File: src/rtl/seven_seg_scan_ctrl_pkg.sv
`default_nettype none
// ============================================================================
// Module      : seven_seg_pkg
// Description : Shared register map, CTRL field positions and page modes
//               for the seven-segment scan controller.
// Revision    : 1.0 - initial release
// ============================================================================
package seven_seg_pkg;

  typedef logic [1:0] reg_addr_t;

  localparam reg_addr_t ADDR_NUM  = 2'd0;
  localparam reg_addr_t ADDR_CTRL = 2'd1;

  localparam int CTRL_GRAPH_BIT = 0;
  localparam int CTRL_PAGE_LSB  = 1;
  localparam int CTRL_PAGE_MSB  = 2;
  localparam int CTRL_PT_LSB    = 8;
  localparam int CTRL_PT_MSB    = 11;
  localparam int CTRL_BL_LSB    = 12;
  localparam int CTRL_BL_MSB    = 15;

  // Only the defined CTRL fields are stored; everything else reads back 0.
  localparam logic [31:0] CTRL_MASK = 32'h0000_FF07;

  typedef enum logic [1:0] {
    PAGE_LOW  = 2'd0,
    PAGE_HIGH = 2'd1,
    PAGE_AUTO = 2'd2,
    PAGE_RSVD = 2'd3
  } page_mode_e;

endpackage
`default_nettype wire

File: src/rtl/seven_seg_scan_ctrl_if.sv
`default_nettype none
// ============================================================================
// Module      : seven_seg_scan_ctrl_if
// Description : CPU-side register write/read bus of the scan controller.
// Revision    : 1.0 - initial release
// ============================================================================
interface seven_seg_scan_ctrl_if;
  import seven_seg_pkg::*;

  logic        wr_en;
  reg_addr_t   wr_addr;
  logic [31:0] wr_data;
  reg_addr_t   rd_addr;
  logic [31:0] rd_data;

  modport master (output wr_en, wr_addr, wr_data, rd_addr, input rd_data);
  modport slave  (input wr_en, wr_addr, wr_data, rd_addr, output rd_data);

endinterface
`default_nettype wire

File: src/rtl/seven_seg_scan_ctrl_tick_divider.sv
`default_nettype none
// ============================================================================
// Module      : tick_divider
// Description : Wrapping 0..DIV-1 counter; tick marks the enabled terminal count.
// Revision    : 1.0 - initial release
// ============================================================================
module tick_divider
  import seven_seg_pkg::*;
#(
  parameter int DIV = 2
) (
  input  wire logic clk,
  input  wire logic rst,
  input  wire logic en,
  output logic      tick
);

  localparam int              c_WIDTH = (DIV > 1) ? $clog2(DIV) : 1;
  localparam logic [c_WIDTH-1:0] c_LAST = c_WIDTH'(DIV - 1);

  logic [c_WIDTH-1:0] r_cnt;

  assign tick = en && (r_cnt == c_LAST);

  always_ff @(posedge clk) begin
    if (rst) begin
      r_cnt <= '0;
    end else if (en) begin
      r_cnt <= tick ? '0 : r_cnt + 1'b1;
    end
  end

endmodule
`default_nettype wire

File: src/rtl/seven_seg_scan_ctrl.sv
`default_nettype none
// ============================================================================
// Module      : seven_seg_scan_ctrl
// Description : Scan/blink/page generator for a 4-digit seven-segment display
//               with frame-synchronous commit of CPU-written registers.
// Revision    : 1.0 - initial release
// ============================================================================
module seven_seg_scan_ctrl
  import seven_seg_pkg::*;
#(
  parameter int SCAN_DIV     = 50000,
  parameter int BLINK_FRAMES = 125,
  parameter int PAGE_FRAMES  = 500
) (
  input  wire logic              clk,
  input  wire logic              rst,
  seven_seg_scan_ctrl_if.slave   cpu,
  output logic [31:0]            disp_num,
  output logic                   graph,
  output logic                   high_degree,
  output logic [1:0]             scanning,
  output logic [3:0]             pointing,
  output logic [3:0]             blinking,
  output logic                   flash_clk,
  output logic                   frame_tick
);

  logic        w_digit_tick;
  logic        w_frame_bound;
  logic        w_blink_wrap;
  logic        w_page_wrap;
  logic [31:0] r_num;
  logic [31:0] r_ctrl;
  logic [31:0] w_num_next;
  logic [31:0] w_ctrl_next;
  page_mode_e  w_mode_next;

  tick_divider #(.DIV(SCAN_DIV)) u_scan_div (
    .clk  (clk),
    .rst  (rst),
    .en   (1'b1),
    .tick (w_digit_tick)
  );

  // A frame ends when the last digit slot expires (scanning wraps 3 -> 0).
  assign w_frame_bound = w_digit_tick && (scanning == 2'd3);

  tick_divider #(.DIV(BLINK_FRAMES)) u_blink_div (
    .clk  (clk),
    .rst  (rst),
    .en   (w_frame_bound),
    .tick (w_blink_wrap)
  );

  tick_divider #(.DIV(PAGE_FRAMES)) u_page_div (
    .clk  (clk),
    .rst  (rst),
    .en   (w_frame_bound),
    .tick (w_page_wrap)
  );

  // Post-write pending values, so a write on the boundary cycle joins the commit.
  always_comb begin
    w_num_next  = r_num;
    w_ctrl_next = r_ctrl;
    if (cpu.wr_en) begin
      case (cpu.wr_addr)
        ADDR_NUM:  w_num_next  = cpu.wr_data;
        ADDR_CTRL: w_ctrl_next = cpu.wr_data & CTRL_MASK;
        default:   ;
      endcase
    end
  end

  assign w_mode_next = page_mode_e'(w_ctrl_next[CTRL_PAGE_MSB:CTRL_PAGE_LSB]);

  always_ff @(posedge clk) begin
    if (rst) begin
      r_num       <= '0;
      r_ctrl      <= '0;
      cpu.rd_data <= '0;
      disp_num    <= '0;
      graph       <= 1'b0;
      high_degree <= 1'b0;
      scanning    <= 2'd0;
      pointing    <= 4'd0;
      blinking    <= 4'd0;
      flash_clk   <= 1'b0;
      frame_tick  <= 1'b0;
    end else begin
      r_num      <= w_num_next;
      r_ctrl     <= w_ctrl_next;
      frame_tick <= w_frame_bound;

      case (cpu.rd_addr)
        ADDR_NUM:  cpu.rd_data <= r_num;
        ADDR_CTRL: cpu.rd_data <= r_ctrl;
        default:   cpu.rd_data <= '0;
      endcase

      if (w_digit_tick) begin
        scanning <= scanning + 2'd1;
      end

      if (w_frame_bound) begin
        disp_num <= w_num_next;
        graph    <= w_ctrl_next[CTRL_GRAPH_BIT];
        pointing <= w_ctrl_next[CTRL_PT_MSB:CTRL_PT_LSB];
        blinking <= w_ctrl_next[CTRL_BL_MSB:CTRL_BL_LSB];
        if (w_blink_wrap) begin
          flash_clk <= ~flash_clk;
        end
        // Auto mode keeps whatever page was showing and flips on page wrap.
        case (w_mode_next)
          PAGE_HIGH: high_degree <= 1'b1;
          PAGE_AUTO: if (w_page_wrap) high_degree <= ~high_degree;
          default:   high_degree <= 1'b0;
        endcase
      end
    end
  end

endmodule
`default_nettype wire

File: src/flat_wrapper.sv
// flat-port wrapper written by rule: the top's interface ports become plain ports
module seven_seg_scan_ctrl_flat import seven_seg_pkg::*;
#(
  parameter int SCAN_DIV     = 50000,
  parameter int BLINK_FRAMES = 125,
  parameter int PAGE_FRAMES  = 500
)
  (clk, rst, disp_num, graph, high_degree, scanning, pointing, blinking, flash_clk, frame_tick, cpu_wr_en, cpu_wr_addr, cpu_wr_data, cpu_rd_addr, cpu_rd_data);
  seven_seg_scan_ctrl_if cpu_i ();
  input  wire logic clk;
  input  wire logic rst;
  output logic [31:0] disp_num;
  output logic graph;
  output logic high_degree;
  output logic [1:0] scanning;
  output logic [3:0] pointing;
  output logic [3:0] blinking;
  output logic flash_clk;
  output logic frame_tick;
  input wire logic [$bits(cpu_i.wr_en)-1:0] cpu_wr_en;
  input wire logic [$bits(cpu_i.wr_addr)-1:0] cpu_wr_addr;
  input wire logic [$bits(cpu_i.wr_data)-1:0] cpu_wr_data;
  input wire logic [$bits(cpu_i.rd_addr)-1:0] cpu_rd_addr;
  output wire logic [$bits(cpu_i.rd_data)-1:0] cpu_rd_data;
  assign cpu_i.wr_en = cpu_wr_en;
  assign cpu_i.wr_addr = cpu_wr_addr;
  assign cpu_i.wr_data = cpu_wr_data;
  assign cpu_i.rd_addr = cpu_rd_addr;
  assign cpu_rd_data = cpu_i.rd_data;
  seven_seg_scan_ctrl #(.SCAN_DIV(SCAN_DIV), .BLINK_FRAMES(BLINK_FRAMES), .PAGE_FRAMES(PAGE_FRAMES)) u_core (.clk(clk), .rst(rst), .cpu(cpu_i), .disp_num(disp_num), .graph(graph), .high_degree(high_degree), .scanning(scanning), .pointing(pointing), .blinking(blinking), .flash_clk(flash_clk), .frame_tick(frame_tick));
endmodule
File: config.mk
export PLATFORM = sky130hd
export DESIGN_NAME = seven_seg_scan_ctrl_flat
export DESIGN_NICKNAME = d
export VERILOG_FILES = /design/src/rtl/seven_seg_scan_ctrl_pkg.sv /design/src/rtl/seven_seg_scan_ctrl_if.sv /design/src/rtl/seven_seg_scan_ctrl_tick_divider.sv /design/src/rtl/seven_seg_scan_ctrl.sv /design/src/flat_wrapper.sv
export SDC_FILE = /design/constraint.sdc
export NUM_CORES = 1
export LEC_CHECK = 0
export BUFFER_PORTS_ARGS = -buffer_cell sky130_fd_sc_hd__buf_2
export CORE_UTILIZATION = 40
export CTS_CLUSTER_DIAMETER = 200
export CTS_CLUSTER_SIZE = 14
export DETAILED_ROUTE_END_ITERATION = 6
export SYNTH_ARGS = -nofsm -noshare
export SYNTH_HDL_FRONTEND = slang
export SYNTH_SLANG_ARGS = --single-unit
File: constraint.sdc
create_clock -name clk -period 3 [get_ports clk]
set_input_delay 0 -clock clk [delete_from_list [all_inputs] [get_ports clk]]
set_output_delay 0 -clock clk [all_outputs]
set_load 0.005 [all_outputs]
==> results of run 1 <==
## metal layers
metal	wire length, um	part of all wire, %	GRT usage, %
met2	6430	48	29.7
met4	202	1.5	8.31
met1	6060	45	22.5
met3	629	4.7	4.60
met5	0	0	0
## synth_stat cells (all sizes together) (7+ instances only)
master | instances | area share [%]
inv | 25 | 1.6
xnor2 | 10 | 1.5
clkbuf | 24 | 1.5
nor2b | 41 | 4.4
ha | 7 | 1.5
a21oi | 43 | 3.7
nor3 | 7 | 0.60
nand2 | 65 | 4.2
nand4 | 7 | 0.75
o21ai | 12 | 1.0
buf | 10 | 0.90
mux2i | 44 | 7.5
dfxtp | 153 | 52
and2 | 23 | 2.5
mux2 | 27 | 5.2
nor2 | 53 | 3.4
nand3 | 11 | 0.94
## through the flow
step	utilization [%]	power [W]	worst slack [ns]	hold slack [ns]	cell area (sq um)
final	53.5	0.00451	0.688	-0.00836	7510
after global routing	53.5	0.00467	0.578	0.0190	7510
after CTS	53.5	0.00455	0.681	0.00831	7510
after detailed placement	46.8	0.00227	0.695	0.280	6580
after global placement	46.8	0.00227	0.750	0.262	6580
after floorplan	-	0.00222	0.818	0.151	5840
## critical path, stage by stage (launching register included)
cell,delay [ns]
dfxtp_1,0.35
or4b_4,0.58
or4_1,0.69
or4_1,0.54
o21ai_0,0.09
## sequential cells by signal, summed over array words and instances, names as in the netlist
signal,flops
u_core.cpu.rd_data,32
u_core.disp_num,32
u_core.r_num,32
u_core.u_scan_div.r_cnt,16
u_core.r_ctrl,11
u_core.u_page_div.r_cnt,9
u_core.u_blink_div.r_cnt,7
u_core.blinking,4
u_core.pointing,4
u_core.scanning,2
u_core.flash_clk,1
u_core.frame_tick,1
u_core.graph,1
u_core.high_degree,1
## worst max-delay path by stage
stage | startpoint | endpoint | slack [ns]
after floorplan | u_core.u_scan_div.r_cnt[11] | u_core.high_degree | 0.82
after global placement | u_core.u_scan_div.r_cnt[11] | u_core.u_page_div.r_cnt[4] | 0.75
after detailed placement | u_core.u_scan_div.r_cnt[11] | u_core.u_page_div.r_cnt[8] | 0.69
after CTS | u_core.u_scan_div.r_cnt[11] | u_core.u_page_div.r_cnt[8] | 0.68
after global routing | u_core.u_scan_div.r_cnt[11] | u_core.u_page_div.r_cnt[7] | 0.58
final | u_core.u_scan_div.r_cnt[11] | u_core.u_page_div.r_cnt[7] | 0.69
## final cells by class
type,count,area (sq um)
fillers,1242,6530
repair buffers,153,951
clock inverters,11,170
well taps,180,225
flip-flops and latches,153,3060
inverters,25,93.8
multi-input cells,398,2550
clock buffers,19,453
## kinds of logic (layout without fill, tap and decap cells)
family	Yosys count	after routing	synth area share (%)
simple gates	241	241	21.2
xor+xnor	15	15	2.25
fa+ha+maj	7	7	1.50
mux	71	71	12.7
compound gates	64	64	5.85
flops	153	153	52.4
buf+inv	59	208	4.05
## power by group
| group | switching (W) | internal [W] |
|---|---|---|
| combinational | 0.0000925 | 0.0000968 |
| sequential | 0.0000139 | 0.00206 |
| clock | 0.000819 | 0.00143 |
==> impl_metrics.tcl, run 1 <==
set metrics [dict create \
    grt_overflow 0 \
    cts_tree "yes" \
    hold_class "in2reg" \
    cts_buffers 17 \
    rrSetupSlack_ns 0.69 \
    initial_core_util_pct 41.6 \
    dr.pass1.iters 4 \
    antenna_found_initial 0 \
    drt_iter0_markers 266 \
    synth_warnings 0 \
    rsz0062_at_grt "false" \
    root_buffer "clkbuf_16" \
    viasPerCell 4.90 \
    worstPathArrival_ns 2.65 \
    timing.hold.ws_ns -0.00836 \
    post_cts_buffers 0 \
    rows 43 \
    start_kind "flip-flop" \
    first_global_vias 4358 \
    ys.flop_type "dfxtp_1" \
    die_h_um 123 \
    place_congestion 0.793 \
    ant_nets 0 \
    hold_depth 3 \
    io_pins 117 \
    drive_above_1_share_pct 24.2 \
    holdPathEnd "u_core.r_num[25]" \
    clockBufferDepth 2 \
    p_leak_nw 3.09 \
    final_nets 794 \
    hold_start "cpu_wr_data[25]" \
    synthArstFlopShare_pct 0 \
    worst_setup_path_end_kind "flip-flop" \
    crit_path_max_fanout 8 \
    core_sq_um 14000 \
    yosys_register_bits 153 \
    fin_crit_ns 2.31 \
    cts_hold_buf 31 \
    antenna_cells 0 \
    place_inst 878 \
    syn_inst 610 \
    status "finished with violations" \
    timing_max_transition_violations_final 0 \
    cts.htree.levels 4 \
    clk_pin_slew_ns 0.06 \
    layout_common_cells "dfxtp_1, buf_2, nand2_1" \
    skew_ns 0.00921 \
    fin_cells 939 \
    postSynthAreaPerCell_sq_um 9.58 \
    synthToLayoutAreaGrowth_pct 28.5 \
    layout_commonest_cell "dfxtp_1" \
    hpwl_um 8730 \
    hold_viol 1 \
    violations "hold timing" \
    seq_area_frac_synth_pct 52.4 \
    crit_type "reg2reg" \
    timing.final.crit_share_pct 77.1 \
    tns_ns 0 \
    syn-num-nets 656 \
    worst-r2r-cell-count 4 \
    cts_resized 0 \
    synth_edf_count 0 \
    crit_required_ns 3.34 \
    setup_violations 0 \
    max_slew_margin_pct 40.7 \
    grt_max_degree 66 \
    vdd_drop_max_uv 402 \
    syn-cell-area_sq_um 5840 \
    routed-via-count 4603 \
    r2r-start "u_core.u_scan_div.r_cnt[11]" \
    power_density_nw_per_um2 601 \
    clk_latency_ns 0.42 \
    worst_pin_slew_ns 0.881 \
    grt_pass1_wl_um 21000 \
    fmax_ghz 0.433 \
    dieArea_sq_um 15100 \
    rr_endpoint "u_core.u_page_div.r_cnt[7]" \
    port_buffers 116 \
    drc 0 \
    track_usage_pct 18.2 \
    numClockSinks 153 \
    wire_per_inst_um 14.2 \
    synth_cell_types 40 \
    drt_wl_total_um 13300 \
    die_x_um 123 \
    max_cap_violations 0 \
]
No activity file was read; power rests on OpenSTA's default activity.
==> run 2, diff against run 1 <==
==> constraint.sdc (replaced) <==
create_clock -name clk -period 2.35 [get_ports clk]
set_input_delay 0 -clock clk [delete_from_list [all_inputs] [get_ports clk]]
set_output_delay 0 -clock clk [all_outputs]
set_load 0.005 [all_outputs]
==> run 2 against run 1 <==
Effect of this change: the flow now finishes without violations; maximum frequency increased by 4.5%; design area is 0.75% higher; critical path type unchanged; register-to-register slack worse by 0.55 ns; power increased by 26%; clock power up 23%; via count grew 1.1%; core utilization rose by 0.40 points; setup slack got worse by 0.55 ns; die area did not move.
==> impl_metrics.tcl, run 2 (synthesis gave the netlist of run 1 again) <==
set metrics [dict create \
    ant_nets 0 \
    worst_pin_slew_ns 0.835 \
    timing_max_transition_violations_final 0 \
    final_nets 802 \
    layout_commonest_cell "dfxtp_1" \
    cts_tree "yes" \
    wire_per_inst_um 14.1 \
    core_sq_um 14000 \
    crit_path_max_fanout 5 \
    dieArea_sq_um 15100 \
    power_density_nw_per_um2 748 \
    skew_ns 0.00920 \
    clk_pin_slew_ns 0.06 \
    hold_start "cpu_rd_addr[0]" \
    max_cap_violations 0 \
    rrSetupSlack_ns 0.14 \
    die_x_um 123 \
    drc 0 \
    place_congestion 0.778 \
    crit_type "reg2reg" \
    status "completed" \
    drt_iter0_markers 409 \
    hpwl_um 8670 \
    antenna_cells 0 \
    root_buffer "clkbuf_16" \
    antenna_found_initial 0 \
    drive_above_1_share_pct 24.6 \
    clockBufferDepth 2 \
    largestRegisters "u_core.cpu.rd_data x32, u_core.disp_num x32, u_core.r_num x32" \
    tns_ns 0 \
    fmax_ghz 0.452 \
    io_pins 117 \
    cts.htree.levels 4 \
    hold_class "in2reg" \
    routed-via-count 4652 \
    die_h_um 123 \
    drt_wl_total_um 13400 \
    port_buffers 116 \
    first_global_vias 4435 \
    max_slew_margin_pct 44.3 \
    startpoint "u_core.u_scan_div.r_cnt[11]" \
    grt_pass1_wl_um 21400 \
    track_usage_pct 18.6 \
    cts_buffers 17 \
    initial_core_util_pct 41.6 \
    grt_max_degree 84 \
    synthToLayoutAreaGrowth_pct 29.5 \
    rr_endpoint "u_core.u_page_div.r_cnt[6]" \
    numClockSinks 153 \
    worst-r2r-cell-count 4 \
    viasPerCell 4.90 \
    p_leak_nw 3.12 \
    clk_latency_ns 0.43 \
    start_kind "flip-flop" \
    layout_common_cells "dfxtp_1, buf_2, nand2_1" \
    grt_overflow 0 \
    worstPathArrival_ns 2.56 \
    total_power_w 0.00566 \
    post_cts_buffers 0 \
    worst_setup_path_end_kind "flip-flop" \
    crit_required_ns 2.70 \
    rows 43 \
    hold_depth 3 \
    r2r-start "u_core.u_scan_div.r_cnt[11]" \
    timing.final.crit_share_pct 94.2 \
    vdd_drop_max_uv 487 \
    rsz0062_at_grt "false" \
    holdPathEnd "u_core.cpu.rd_data[8]" \
    fin_crit_ns 2.21 \
    dr.pass1.iters 4 \
    setup_violations 0 \
    hold_viol 0 \
]
[run 2: cell types whose count changed in the layout (fill, tap and decap cells not counted), sizes merged]
cell,change
inv,+6
dlygate4sd3,+5
buf,+3
bufinv,-2
clkbuf,-2
clkinv,-2
clkinvlp,+2
[run 2: critical path, stage by stage (launching register included)]
cell and delay, ns:
dfxtp_1 0.35, or4b_4 0.58, or4_1 0.63, or4_1 0.50, o21ai_0 0.09
[run 2: layout make-up]
class                   instances  area [sq um]
fillers                      1283          6480
flip-flops and latches        153          3060
multi-input cells             398          2550
repair buffers                161          1030
clock buffers                  17           425
well taps                     180           225
clock inverters                15           178
inverters                      25          93.8
[run 2: what timing repair did]
item                                    4_1_cts  5_1_grt
hold buffers                                 36        0
endpoints found under the setup margin        0        2
resized for setup                             0        1
hold endpoints to repair                     66        0
[run 2: power by group]
part           internal (W)  leakage (nW)  switching (W)
logic              0.000129          1.60       0.000119
clock network       0.00160         0.281        0.00117
registers           0.00263          1.24      0.0000174
total               0.00436          3.12        0.00130
[run 2: metal layers]
metal,part of all wire [%],GRT usage [%],up-vias
met1,45,22.8,2200
met2,48,30.2,103
met4,1.7,9.83,0
li1,-,-,2334
met3,5.0,4.32,15
met5,0,0,-
[run 2: stage by stage]
stage                     worst slack [ns]  util (%)  cells  hold WS (ns)  area (sq um)
after floorplan                      0.168         -    610         0.151          5840
after global placement               0.169      47.0    881         0.263          6600
after detailed placement             0.120      47.0    881         0.284          6600
after CTS                            0.108      53.9    949        0.0823          7560
after global routing                0.0405      53.9    949        0.0987          7570
final                                0.137      53.9    949        0.0977          7570
[run 2: how the worst max path moves through the flow]
stage / end / slack [ns] / cells after the start
4_1_cts: u_core.u_page_div.r_cnt[4] / 0.11 / 5
5_1_grt: u_core.u_page_div.r_cnt[8] / 0.04 / 5
3_3_place_gp: u_core.u_page_div.r_cnt[4] / 0.17 / 5
6_report: u_core.u_page_div.r_cnt[6] / 0.14 / 4
3_5_place_dp: u_core.u_page_div.r_cnt[4] / 0.12 / 5
2_1_floorplan: u_core.high_degree / 0.17 / 5
==> run 3, diff against run 2 <==
--- a/config.mk
+++ b/config.mk
@@ -10,6 +10,7 @@
 export CTS_CLUSTER_DIAMETER = 200
 export CTS_CLUSTER_SIZE = 14
 export DETAILED_ROUTE_END_ITERATION = 6
+export PLACE_DENSITY = 0.68
 export SYNTH_ARGS = -nofsm -noshare
 export SYNTH_HDL_FRONTEND = slang
 export SYNTH_SLANG_ARGS = --single-unit
==> run 3 against run 2 <==
Effect of this change: die area unchanged; first-iteration DRC count decreased by 18%; global-route usage increased by 0.31 points; clock-buffer cell count increased by 4; maximum frequency is 1.3% lower; critical path type unchanged; clock skew rose by 0.00099 ns; power increased by 2.5%; sequential cell count did not move; via count about the same.
==> impl_metrics.tcl, run 3 (synthesis gave the netlist of run 1 again) <==
set metrics [dict create \
    status "completed" \
    timing_max_transition_violations_final 0 \
    skew_ns 0.0102 \
    io_pins 117 \
    first_global_vias 4594 \
    track_usage_pct 18.9 \
    rows 43 \
    worstPathArrival_ns 2.59 \
    hpwl_um 8760 \
    numClockSinks 153 \
    routed-via-count 4655 \
    cp_num_buf_inv 0 \
    dr.pass1.iters 4 \
    tns_ns 0 \
    clockBufferDepth 2 \
    cts.htree.levels 4 \
    grt_max_degree 60 \
    layout_commonest_cell "dfxtp_1" \
    crit_type "reg2reg" \
    hold_viol 0 \
    max_slew_margin_pct 61.6 \
    die_h_um 123 \
    max_cap_violations 0 \
    crit_path_max_fanout 6 \
    total_power_w 0.00581 \
    initial_core_util_pct 41.6 \
    p_leak_nw 3.15 \
    vdd_drop_max_uv 495 \
    timing.final.crit_share_pct 95.4 \
    port_buffers 116 \
    drive_above_1_share_pct 25.0 \
    worst_pin_slew_ns 0.576 \
    cts_buffers 17 \
    dieArea_sq_um 15100 \
    fill_cells 1247 \
    viasPerCell 4.91 \
    cts_resized 0 \
    root_buffer "clkbuf_16" \
    fmax_ghz 0.446 \
    power_density_nw_per_um2 764 \
    core_sq_um 14000 \
    cts_hold_buf 32 \
    clk_pin_slew_ns 0.06 \
    synthToLayoutAreaGrowth_pct 30.1 \
    crit_required_ns 2.70 \
    setup_violations 0 \
    critical_path.cell_chain "or4b_4 > or4_1 > or4_1 > o21ai_0" \
    ant_nets 0 \
    rrSetupSlack_ns 0.11 \
    cpPeakStageDelay_ns 0.68 \
    layout_common_cells "dfxtp_1, buf_2, nand2_1" \
    cts_tree "yes" \
    grt_pass1_wl_um 21800 \
    wire_per_inst_um 14.3 \
    hold_class "in2reg" \
    crit_family "simple AND/OR/NAND/NOR gates" \
    start_kind "flip-flop" \
    worst_setup_path_end_kind "flip-flop" \
    antenna_cells 0 \
    final_nets 802 \
    cp_slowest_cell "or4_1" \
    cpMostUsedCell "or4_1" \
    drc 0 \
    rsz0062_at_grt "false" \
    largestRegisters "u_core.cpu.rd_data x32, u_core.disp_num x32, u_core.r_num x32" \
    die_x_um 123 \
    fin_crit_ns 2.24 \
    drt_wl_total_um 13500 \
    drt_iter0_markers 337 \
    post_cts_buffers 0 \
    antenna_found_initial 0 \
    clk_latency_ns 0.43 \
    place_congestion 0.778 \
    grt_overflow 0 \
]
run 3: cell type report:
type	instances	area, sq um	area share, %
clock buffers	21	470	6.19
clock inverters	11	168	2.21
inverters	25	93.8	1.23
multi-input cells	398	2550	33.6
flip-flops and latches	153	3060	40.3
well taps	180	225	2.96
repair buffers	161	1030	13.5
run 3: report_power, final:
| group | leakage [nW] | switching (W) | internal [W] | total, W |
|---|---|---|---|---|
| Clock | 0.309 | 0.00106 | 0.00186 | 0.00292 |
| Combinational | 1.60 | 0.000120 | 0.000127 | 0.000247 |
| Sequential | 1.24 | 0.0000155 | 0.00263 | 0.00264 |
run 3: path summary, 6_finish.rpt:
path,cells past startpoint,start,to
setup / recovery,4,u_core.u_scan_div.r_cnt[12],u_core.u_page_div.r_cnt[7]
hold / removal,2,rst,u_core.r_num[1]
setup reg to reg,4,u_core.u_scan_div.r_cnt[12],u_core.u_page_div.r_cnt[7]
hold reg to reg,1,u_core.r_num[27],u_core.cpu.rd_data[27]
run 3: metal layers:
layer | vias to the layer above | routed length, um | track usage [%]
li1 | 2326 | - | -
met1 | 2193 | 5930 | 22.3
met4 | 0 | 247 | 7.77
met5 | - | 0 | 0
met3 | 21 | 641 | 5.44
met2 | 115 | 6710 | 31.9
run 3: metrics by stage:
stage          std cells  utilization, %  setup slack [ns]  cell area, sq um  hold slack [ns]
5_1_grt              949            54.1           0.00720              7600           0.0888
3_5_place_dp         885            47.3             0.107              6640            0.280
2_1_floorplan        610               -             0.168              5840            0.151
3_3_place_gp         885            47.3             0.174              6640            0.258
4_1_cts              949            54.1            0.0973              7600           0.0450
6_report             949            54.1             0.108              7600           0.0614
